File: config.mk
export PLATFORM = sky130hd
export DESIGN_NAME = hysteresis_tracking_flat
export DESIGN_NICKNAME = d
export VERILOG_FILES = /design/src/rtl/hysteresis_tracking_pkg.sv /design/src/rtl/hysteresis_tracking_if.sv /design/src/rtl/hysteresis_tracking_line_buffer.sv /design/src/rtl/hysteresis_tracking.sv /design/src/flat_wrapper.sv
export SDC_FILE = /design/constraint.sdc
export NUM_CORES = 1
export LEC_CHECK = 0
export BUFFER_PORTS_ARGS = -buffer_cell sky130_fd_sc_hd__clkbuf_2
export CORE_MARGIN = 3
export CORE_UTILIZATION = 55
export CTS_BUF_LIST = sky130_fd_sc_hd__clkbuf_2 sky130_fd_sc_hd__clkbuf_4 sky130_fd_sc_hd__clkbuf_8
export DETAILED_ROUTE_END_ITERATION = 8
export PLACE_DENSITY = 0.76
export REMOVE_ABC_BUFFERS = 1
export SYNTH_ARGS = -nofsm -noshare
export SYNTH_HDL_FRONTEND = slang
export SYNTH_SLANG_ARGS = --single-unit
File: constraint.sdc
create_clock -name clk -period 128.9 [get_ports clk]
set_input_delay 25.78 -clock clk [delete_from_list [all_inputs] [get_ports clk]]
set_output_delay 25.78 -clock clk [all_outputs]
set_load 0.1 [all_outputs]
File: src/rtl/hysteresis_tracking_pkg.sv
// Shared types and constants for the Canny hysteresis tracking stage.
// Pixel classes, output levels and FSM state encodings.
package canny_pkg;

    typedef enum logic [1:0] {
        CLS_NONE   = 2'd0,
        CLS_WEAK   = 2'd1,
        CLS_STRONG = 2'd2
    } pix_class_t;

    localparam logic [7:0] EDGE_ON  = 8'd255;
    localparam logic [7:0] WEAK_VAL = 8'd128;

    typedef logic [1:0] state_t;
    localparam state_t IDLE   = 2'd0;
    localparam state_t FILL   = 2'd1;
    localparam state_t STREAM = 2'd2;
    localparam state_t FLUSH  = 2'd3;

    // A pixel set in both maps counts as strong.
    function automatic pix_class_t classify(input logic [7:0] str_pix, input logic [7:0] weak_pix);
        pix_class_t cls;
        if (str_pix != 8'd0) begin
            cls = CLS_STRONG;
        end else if (weak_pix != 8'd0) begin
            cls = CLS_WEAK;
        end else begin
            cls = CLS_NONE;
        end
        return cls;
    endfunction

endpackage

File: src/rtl/hysteresis_tracking_if.sv
// Pixel stream bundle: strong/weak maps in, binary edge map out.
// The source/sink side uses master, the tracking block uses slave.
interface hysteresis_tracking_if;

    logic       in_val;
    logic       in_rdy;
    logic       in_sof;
    logic [7:0] str_pix;
    logic [7:0] weak_pix;
    logic       edge_val;
    logic [7:0] edge_pix;
    logic       frame_done;

    modport master (
        output in_val, in_sof, str_pix, weak_pix,
        input  in_rdy, edge_val, edge_pix, frame_done
    );

    modport slave (
        input  in_val, in_sof, str_pix, weak_pix,
        output in_rdy, edge_val, edge_pix, frame_done
    );

endinterface

File: src/rtl/hysteresis_tracking_line_buffer.sv
// Shift-on-enable delay line of DEPTH entries; dout is the entry written DEPTH shifts ago.
// Storage has no reset: stale contents are masked by the consumer.
module line_buffer #(
    parameter int DEPTH = 640,
    parameter int WIDTH = 2
) (
    input  logic             clk,
    input  logic             en,
    input  logic [WIDTH-1:0] din,
    output logic [WIDTH-1:0] dout
);

    logic [WIDTH-1:0] mem [DEPTH];

    always_ff @(posedge clk) begin
        if (en) begin
            mem[0] <= din;
            for (int i = 1; i < DEPTH; i++) begin
                mem[i] <= mem[i-1];
            end
        end
    end

    assign dout = mem[DEPTH-1];

endmodule

File: src/rtl/hysteresis_tracking.sv
// Canny edge tracking by hysteresis: a weak pixel survives only next to a strong one.
// Two line buffers feed a 3x3 class window; the final W+1 outputs are drained with NONE pixels.
//   state  | meaning
//   IDLE   | wait for an in_sof transfer, drop everything else
//   FILL   | prime line buffers with the first W+1 pixels, no output
//   STREAM | one output per input transfer
//   FLUSH  | inject W+1 NONE pixels to drain the window, then frame_done
module hysteresis_tracking
    import canny_pkg::*;
#(
    parameter int FRAME_WIDTH  = 640,
    parameter int FRAME_HEIGHT = 480,
    parameter int PIX_WIDTH    = 24
) (
    input  logic                 clk,
    input  logic                 rst_n,
    hysteresis_tracking_if.slave bus
);

    localparam int PW = PIX_WIDTH / 3;
    localparam int CW = $clog2(FRAME_WIDTH) + 1;
    localparam int RW = $clog2(FRAME_HEIGHT) + 1;
    localparam logic [CW-1:0] COL_LAST = CW'(FRAME_WIDTH - 1);
    localparam logic [RW-1:0] ROW_LAST = RW'(FRAME_HEIGHT - 1);
    localparam logic [CW-1:0] COL_ONE  = CW'(1);
    localparam logic [RW-1:0] ROW_ONE  = RW'(1);

    state_t        state, state_nxt;
    logic          in_rdy_q;
    logic [CW-1:0] in_col, out_col, w_col;
    logic [RW-1:0] in_row, out_row, w_row;
    logic          xfer, sof_xfer, shift, emit;
    logic          in_last, out_last;
    pix_class_t    cls_new;
    logic [1:0]    lb0_q, lb1_q;
    pix_class_t    win_t [3];
    pix_class_t    win_m [3];
    pix_class_t    win_b [3];
    logic          w_vld, w_last;
    logic [2:0]    col_en;
    logic          nb_strong, edge_on;
    logic          edge_val_q, edge_last_q, frame_done_q;
    logic [PW-1:0] edge_pix_q;

    assign xfer     = bus.in_val && in_rdy_q;
    assign sof_xfer = xfer && bus.in_sof;
    assign in_last  = (in_row == ROW_LAST) && (in_col == COL_LAST);
    assign out_last = (out_row == ROW_LAST) && (out_col == COL_LAST);

    always_comb begin
        state_nxt = state;
        shift     = 1'b0;
        emit      = 1'b0;
        cls_new   = classify(bus.str_pix, bus.weak_pix);
        case (state)
            IDLE: begin
                if (sof_xfer) begin
                    shift     = 1'b1;
                    state_nxt = FILL;
                end
            end
            FILL: begin
                if (xfer) begin
                    shift = 1'b1;
                    if (!bus.in_sof && in_row == ROW_ONE && in_col == '0) begin
                        state_nxt = STREAM;
                    end
                end
            end
            STREAM: begin
                if (xfer) begin
                    shift = 1'b1;
                    if (bus.in_sof) begin
                        state_nxt = FILL;
                    end else begin
                        emit = 1'b1;
                        if (in_last) begin
                            state_nxt = FLUSH;
                        end
                    end
                end
            end
            FLUSH: begin
                shift   = 1'b1;
                emit    = 1'b1;
                cls_new = CLS_NONE;
                if (out_last) begin
                    state_nxt = IDLE;
                end
            end
            default: state_nxt = IDLE;
        endcase
    end

    line_buffer #(.DEPTH(FRAME_WIDTH), .WIDTH(2)) u_lb0 (
        .clk  (clk),
        .en   (shift),
        .din  (cls_new),
        .dout (lb0_q)
    );

    line_buffer #(.DEPTH(FRAME_WIDTH), .WIDTH(2)) u_lb1 (
        .clk  (clk),
        .en   (shift),
        .din  (lb0_q),
        .dout (lb1_q)
    );

    always_ff @(posedge clk) begin
        if (!rst_n) begin
            state    <= IDLE;
            in_rdy_q <= 1'b0;
            in_col   <= '0;
            in_row   <= '0;
            out_col  <= '0;
            out_row  <= '0;
        end else begin
            state    <= state_nxt;
            in_rdy_q <= (state_nxt != FLUSH);
            if (sof_xfer) begin
                in_col  <= COL_ONE;
                in_row  <= '0;
                out_col <= '0;
                out_row <= '0;
            end else begin
                if (xfer && state != IDLE) begin
                    if (in_col == COL_LAST) begin
                        in_col <= '0;
                        in_row <= in_row + ROW_ONE;
                    end else begin
                        in_col <= in_col + COL_ONE;
                    end
                end
                if (emit) begin
                    if (out_last) begin
                        out_col <= '0;
                        out_row <= '0;
                    end else if (out_col == COL_LAST) begin
                        out_col <= '0;
                        out_row <= out_row + ROW_ONE;
                    end else begin
                        out_col <= out_col + COL_ONE;
                    end
                end
            end
        end
    end

    // Window column 2 is the newest; the centre is always column 1, middle row.
    always_ff @(posedge clk) begin
        if (!rst_n) begin
            for (int i = 0; i < 3; i++) begin
                win_t[i] <= CLS_NONE;
                win_m[i] <= CLS_NONE;
                win_b[i] <= CLS_NONE;
            end
            w_col  <= '0;
            w_row  <= '0;
            w_vld  <= 1'b0;
            w_last <= 1'b0;
        end else begin
            if (shift) begin
                for (int i = 0; i < 2; i++) begin
                    win_t[i] <= win_t[i+1];
                    win_m[i] <= win_m[i+1];
                    win_b[i] <= win_b[i+1];
                end
                win_t[2] <= pix_class_t'(lb1_q);
                win_m[2] <= pix_class_t'(lb0_q);
                win_b[2] <= cls_new;
                w_col    <= out_col;
                w_row    <= out_row;
            end
            w_vld  <= emit;
            w_last <= emit && out_last && (state == FLUSH);
        end
    end

    // Row/column masking keeps line-wrap and stale line-buffer data out of the window.
    always_comb begin
        col_en    = {w_col != COL_LAST, 1'b1, w_col != '0};
        nb_strong = 1'b0;
        for (int c = 0; c < 3; c++) begin
            if (col_en[c]) begin
                if (w_row != '0 && win_t[c] == CLS_STRONG) nb_strong = 1'b1;
                if (w_row != ROW_LAST && win_b[c] == CLS_STRONG) nb_strong = 1'b1;
                if (c != 1 && win_m[c] == CLS_STRONG) nb_strong = 1'b1;
            end
        end
        edge_on = (win_m[1] == CLS_STRONG) || ((win_m[1] == CLS_WEAK) && nb_strong);
    end

    always_ff @(posedge clk) begin
        if (!rst_n) begin
            edge_val_q   <= 1'b0;
            edge_pix_q   <= '0;
            edge_last_q  <= 1'b0;
            frame_done_q <= 1'b0;
        end else begin
            edge_val_q   <= w_vld;
            edge_pix_q   <= (w_vld && edge_on) ? PW'(EDGE_ON) : '0;
            edge_last_q  <= w_last;
            frame_done_q <= edge_last_q;
        end
    end

    assign bus.in_rdy     = in_rdy_q;
    assign bus.edge_val   = edge_val_q;
    assign bus.edge_pix   = edge_pix_q;
    assign bus.frame_done = frame_done_q;

endmodule
File: src/flat_wrapper.sv
// flat-port wrapper written by rule: the top's interface ports become plain ports
module hysteresis_tracking_flat import canny_pkg::*;
#(
    parameter int FRAME_WIDTH  = 640,
    parameter int FRAME_HEIGHT = 480,
    parameter int PIX_WIDTH    = 24
)
  (clk, rst_n, bus_in_val, bus_in_sof, bus_str_pix, bus_weak_pix, bus_in_rdy, bus_edge_val, bus_edge_pix, bus_frame_done);
  hysteresis_tracking_if bus_i ();
  input  logic clk;
  input  logic rst_n;
  input wire logic [$bits(bus_i.in_val)-1:0] bus_in_val;
  input wire logic [$bits(bus_i.in_sof)-1:0] bus_in_sof;
  input wire logic [$bits(bus_i.str_pix)-1:0] bus_str_pix;
  input wire logic [$bits(bus_i.weak_pix)-1:0] bus_weak_pix;
  output wire logic [$bits(bus_i.in_rdy)-1:0] bus_in_rdy;
  output wire logic [$bits(bus_i.edge_val)-1:0] bus_edge_val;
  output wire logic [$bits(bus_i.edge_pix)-1:0] bus_edge_pix;
  output wire logic [$bits(bus_i.frame_done)-1:0] bus_frame_done;
  assign bus_i.in_val = bus_in_val;
  assign bus_i.in_sof = bus_in_sof;
  assign bus_i.str_pix = bus_str_pix;
  assign bus_i.weak_pix = bus_weak_pix;
  assign bus_in_rdy = bus_i.in_rdy;
  assign bus_edge_val = bus_i.edge_val;
  assign bus_edge_pix = bus_i.edge_pix;
  assign bus_frame_done = bus_i.frame_done;
  hysteresis_tracking #(.FRAME_WIDTH(FRAME_WIDTH), .FRAME_HEIGHT(FRAME_HEIGHT), .PIX_WIDTH(PIX_WIDTH)) u_core (.clk(clk), .rst_n(rst_n), .bus(bus_i));
endmodule
==> results of run 1 <==
[through the flow]
step | hold slack [ps] | std cells | instance area (um^2)
after floorplan | 400 | 2984 | 81000
after global placement | 400 | 4954 | 83800
after detailed placement | 405 | 4954 | 83800
after CTS | 340 | 5639 | 91200
after global routing | 351 | 5642 | 91200
final | 343 | 5643 | 91200
[worst register-to-register path: stages (launching register included)]
cell,delay (ps)
dfxtp_1,440
ha_1,430
a31oi_1,130
o21ai_4,500
buf_4,880
buf_12,790
buf_4,930
buf_4,880
buf_12,820
buf_12,890
[final cells by class]
cell class	instances	area, um^2	area share
Antenna cell	4	10.0	0.000110
Clock buffer	536	6600	0.0723
Clock inverter	149	855	0.00937
Inverter	12	45.0	0.000494
Multi-Input combinational cell	322	2060	0.0226
Sequential cell	2650	78900	0.864
Tap cell	1917	2400	0.0263
Timing Repair Buffer	53	398	0.00436
[cell usage in the layout, fill, tap and decap left out, drive strengths merged, types with 10 or more instances in the layout]
cell type,synthesis,layout
nor2,73,73
clkinv,1,135
xor2,13,13
nand3,14,14
nand4,10,10
edfxtp,2578,2578
ha,10,10
and3,25,25
a21oi,11,11
dfxtp,72,72
inv,11,15
nand2,31,31
xnor2,21,21
buf,10,23
nor4,20,20
clkbuf,10,566
mux2i,21,21
[routing by layer]
metal | track usage | up-vias | share of wire
met5 | 0 | - | 0
met4 | 0.0529 | 0 | 0.027
met2 | 0.157 | 720 | 0.40
met3 | 0.0352 | 241 | 0.056
met1 | 0.224 | 14400 | 0.51
li1 | - | 13000 | -
[registers in the layout, indices dropped and copies added, names as in the netlist, 10 cells and up]
register / flops
u_core.in_col: 11
u_core.in_row: 10
u_core.out_col: 11
u_core.out_row: 10
u_core.u_lb0.mem: 1280
u_core.u_lb1.mem: 1280
u_core.w_col: 11
u_core.w_row: 10
[path summary, 6_finish.rpt]
kind                                        end
max          u_core.u_lb1.mem[3][211]$_DFFE_PP_
min          u_core.u_lb1.mem[3][196]$_DFFE_PP_
max reg2reg  u_core.u_lb1.mem[3][211]$_DFFE_PP_
min reg2reg  u_core.u_lb1.mem[3][196]$_DFFE_PP_
[power groups by stage]
stage / Sequential (W) / Combinational (W) / Clock (W)
3_5_place_dp: 0.000982 / 0.0000432 / 0
4_1_cts: 0.000964 / 0.0000423 / 0.000660
6_report: 0.000964 / 0.0000415 / 0.000636
3_3_place_gp: 0.000982 / 0.0000415 / 0
5_1_grt: 0.000964 / 0.0000471 / 0.000699
2_1_floorplan: 0.00143 / 0.0000417 / 0
[logic make-up after synthesis]
logic type | share of synthesized area
AO/OA/AOI/OAI | 0.00333
XOR/XNOR | 0.00367
adder cells (fa/ha/maj) | 0.00154
buffers and inverters | 0.00184
flip-flops | 0.973
multiplexers | 0.00259
AND/OR/NAND/NOR | 0.0141
==> impl_metrics.toml, run 1 <==
[floorplan]
dieWidth_um = 390
dieArea_um2 = 152000
rows = 140
core_area_um2 = 146000
initial_core_util = 0.555
die_h_um = 390
io_pins = 31

[logic_synthesis]
synth.area.top_cells = "edfxtp_1 (96%), dfxtp_1 (1.8%), nor2_1 (0.34%), mux2i_1 (0.26%), xnor2_1 (0.23%)"
syn-instance-count = 3004
ys_types = 54
yosys.area.top_type = "edfxtp_1"
yosys.area.top_type_share = 0.955
yosys-top-cells-count = "edfxtp_1 (2578), nor2_1 (73), dfxtp_1 (72), nand2_1 (31), and3_1 (25)"
ys_seq_area_frac = 0.973
yosys_warnings = 0
synth_seq_cells = 2650
syn_area_per_cell_um2 = 27.0
yosys.cell_count.top_type = "edfxtp_1"
ys.flop_type = "edfxtp_1"
synth_edf_count = 2578
synthArstFlopShare = 0
syn-cell-area_um2 = 81100

[timing]
rsz0062_at_grt = "false"
max_freq_mhz = 31.8
finalHoldViolations = 0
tightestPinTransition_ps = 1120
slew_violations = 0
fin_crit_ps = 31410
setup_viol_count_final = 0
slew_headroom = 0.255
fin_ws_ps = 97490
skew_ps = 85.9
min_period_over_period = 0.244
tns_ps = 0

[setup_path]
crit_fanout = 219
cp_slowest_cell = "buf_4"
end_kind = "register"
ff2ff_setup_slack_ps = 121630
critPathLaunch = "bus_in_val"
crit_type = "input pin to register"
reg2reg_depth = 9
cp_top_family = "buffers and inverters"
worst-path-buf-inv = 7
crit_cells = 10
worstPathArrival_ps = 31980
r2r-start = "u_core.state[0]$_SDFF_PN0_"
cp_cell_sequence = "clkbuf_2 -> and3_1 -> nand2_1 -> o21ai_4 -> buf_4 -> buf_12 -> buf_4 -> buf_4 -> buf_12 -> buf_12"
cp.required_ps = 129470
slowest_delay_ps = 880
critical_path.startpoint_type = "input pin"

[cells_and_area]
drive_above_1_share = 0.175
nFillCells = 8915
nNetsFinal = 3467
postLayoutCoreUtil = 0.624
area_growth_pct = 12.5

[global_route]
antenna_found_initial = 5
grt_max_degree = 220
grt_pass1_wl_mm = 154
grt_overflow = 0
grt_pass1_vias = 27400
grt_usage = 0.131

[detailed_routing]
wl_mm = 98.5
via_per_inst = 5.03
vias = 28400
drtAntennaViolNets = 0
wl_per_cell_um = 17.5
drc_errors = 0
dr.pass1.iters = 5
drt_iter0_drc = 2752

[clock_tree]
clk_latency_ps = 990
cts_buffer_depth = 4
cts_setup_buffers = 0
root_buffer = "clkbuf_8"
cts_sinks = 2650
cts.clk_slew.worst_paths_ps = 60
h-tree-depth = 5
cts_tree = "done"
postCtsHoldBufs = 0
numCtsBuffers = 398
ctsResizeCount = 0

[worst_hold_path]
min_from = "u_core.u_lb1.mem[3][194]$_DFFE_PP_"
hold-path-cell-count = 0
worstHoldPathType = "register to register"

[place]
io_buffer_count = 30
place_congestion = 0.746
dp_hpwl_mm = 42.0
place_ws_ps = 96360

[power_and_ir_drop]
p_total_w = 0.00164
power_density_nw_per_um2 = 18.0
p_seq_frac = 0.587
clkPwrFrac = 0.387
p_int_w = 0.00131
p_sw_w = 0.000329
max-vdd-ir-drop_uv = 11.5
p_leak_nw = 21.2
comb_power_share = 0.025
sw_frac_of_total = 0.201

[run_status]
outcome = "finished clean"

[job]
max-cap-violations = 0
No activity file was read; power rests on OpenSTA's default activity.
==> run 2, diff against run 1 <==
==> constraint.sdc (replaced) <==
create_clock -name clk -period 30.6 [get_ports clk]
set_input_delay 6.12 -clock clk [delete_from_list [all_inputs] [get_ports clk]]
set_output_delay 6.12 -clock clk [all_outputs]
set_load 0.1 [all_outputs]
==> run 2 against run 1 <==
Effect of this change: global-route usage grew 0.081 points; combinational power grew to 4.2 times the previous value; clock-buffer cell count shrank 9; non-clock buffer count shrank 4; sequential share of layout area shrank 0.068 points; final area is essentially flat; via count is essentially flat; sequential power grew to 4.2 times the previous value.
==> impl_metrics.toml, run 2 (same netlist as run 1, synthesis figures left out) <==
[power_and_ir_drop]
max-vdd-ir-drop_uv = 38.5
p_leak_nw = 21.2
power_density_nw_per_um2 = 76.2

[cells_and_area]
drive_above_1_share = 0.176
final_common_cell = "edfxtp_1"
final_cell_area_um2 = 91300
layout_common_cells = "edfxtp_1 (2578), clkbuf_8 (406), clkbuf_4 (121)"
area_growth_pct = 12.6
reg_top3 = "u_core.u_lb0.mem x1280, u_core.u_lb1.mem x1280"
nNetsFinal = 3461

[detailed_routing]
drt_iter0_drc = 2872
vias = 28400
drc_errors = 0
dr.pass1.iters = 5
wl_per_cell_um = 17.7
wl_mm = 100
via_per_inst = 5.04
drtAntennaViolNets = 0

[timing]
max_freq_mhz = 86.2
rsz0062_at_grt = "false"
slew_headroom = 0.229
setup_viol_count_final = 0
fin_crit_ps = 11610
min_period_over_period = 0.379
tns_ps = 0
holdWs_ps = 349
fin_ws_ps = 18990
tightestPinTransition_ps = 1160
slew_violations = 0
finalHoldViolations = 0
skew_ps = 79.5

[setup_path]
worstPathArrival_ps = 12160
cp_slowest_cell = "buf_4"
crit_fanout = 216
slowest_delay_ps = 1010
ff2ff_setup_slack_ps = 23390
cp.required_ps = 31160
end_kind = "register"
cp_cell_sequence = "clkbuf_2 -> a31oi_1 -> o21ai_4 -> buf_12 -> buf_12 -> buf_4 -> buf_4 -> buf_4"
cp_common_cell = "buf_4"
critical_path.startpoint_type = "input pin"
crit_type = "input pin to register"

[run_status]
outcome = "finished clean"

[global_route]
met1_usage = 0.225
grt_pass1_wl_mm = 155
grt_overflow = 0
met3_usage = 0.0343
grt_pass1_vias = 27400
grt_usage = 0.131
antenna_found_initial = 3
grtUsageMet2 = 0.160
grt-busiest-layer = "met1"
grt_max_degree = 223

[clock_tree]
cts_buffer_depth = 4
clk_latency_ps = 1010
cts_sinks = 2650
root_buffer = "clkbuf_8"
cts_tree = "done"
cts_setup_buffers = 0
h-tree-depth = 5
ctsResizeCount = 0
postCtsHoldBufs = 0
cts.clk_slew.worst_paths_ps = 100
numCtsBuffers = 396

[worst_hold_path]
worstHoldPathType = "register to register"

[job]
max-cap-violations = 0

[place]
io_buffer_count = 30
place_ws_ps = 17960
place_congestion = 0.735
dp_hpwl_mm = 41.1
placed_area_um2 = 83800

[floorplan]
dieWidth_um = 390
io_pins = 31
core_area_um2 = 146000
dieArea_um2 = 152000
initial_core_util = 0.555
rows = 140
die_h_um = 390
[run 2: changes by cell type in the layout (fill, tap and decap cells not counted), sizes merged]
cell	previous run	this run
clkbuf	566	557
bufinv	8	13
inv	15	14
buf	23	19
clkinv	135	133
diode	4	3
clkinvlp	3	7
[run 2: cell type report]
class,instances,area [um^2]
flip-flops and latches,2650,78900
clock inverters,155,1030
well taps,1917,2400
fillers,8928,54800
clock buffers,527,6500
inverters,12,45.0
diodes,3,7.51
multi-input cells,322,2060
repair buffers,49,393
[run 2: per-layer routing]
metal | part of all wire | wire length [um] | up-vias
li1 | - | - | 13000
met1 | 0.52 | 51800 | 14500
met2 | 0.41 | 41100 | 666
met3 | 0.049 | 4880 | 210
met4 | 0.022 | 2180 | 0
met5 | 0 | 0 | -
[run 2: critical path: cells and delay by family]
family                 cells  cell delay, ps
AOI/OAI and AO/OA          2             900
buffers and inverters      6            4670
[run 2: final timing paths]
check | startpoint | endpoint | cells past startpoint
setup / recovery | bus_in_val | u_core.u_lb1.mem[1][159]$_DFFE_PP_ | 8
hold / removal | u_core.u_lb1.mem[3][117]$_DFFE_PP_ | u_core.u_lb1.mem[3][119]$_DFFE_PP_ | 0
setup reg to reg | u_core.state[0]$_SDFF_PN0_ | u_core.u_lb1.mem[1][159]$_DFFE_PP_ | 8
hold reg to reg | u_core.u_lb1.mem[3][117]$_DFFE_PP_ | u_core.u_lb1.mem[3][119]$_DFFE_PP_ | 0
[run 2: through the flow]
stage          instances  power [W]   util
3_3_place_gp        4950    0.00431  0.573
2_1_floorplan       2984    0.00621      -
3_5_place_dp        4950    0.00432  0.573
4_1_cts             5632    0.00706  0.625
6_report            5635    0.00696  0.625
5_1_grt             5633    0.00724  0.625
[run 2: power by group]
part,leakage (nW),switching (W),internal (W)
Sequential,16.2,0.00000553,0.00406
Combinational,1.01,0.000161,0.0000142
Clock,3.98,0.00124,0.00148
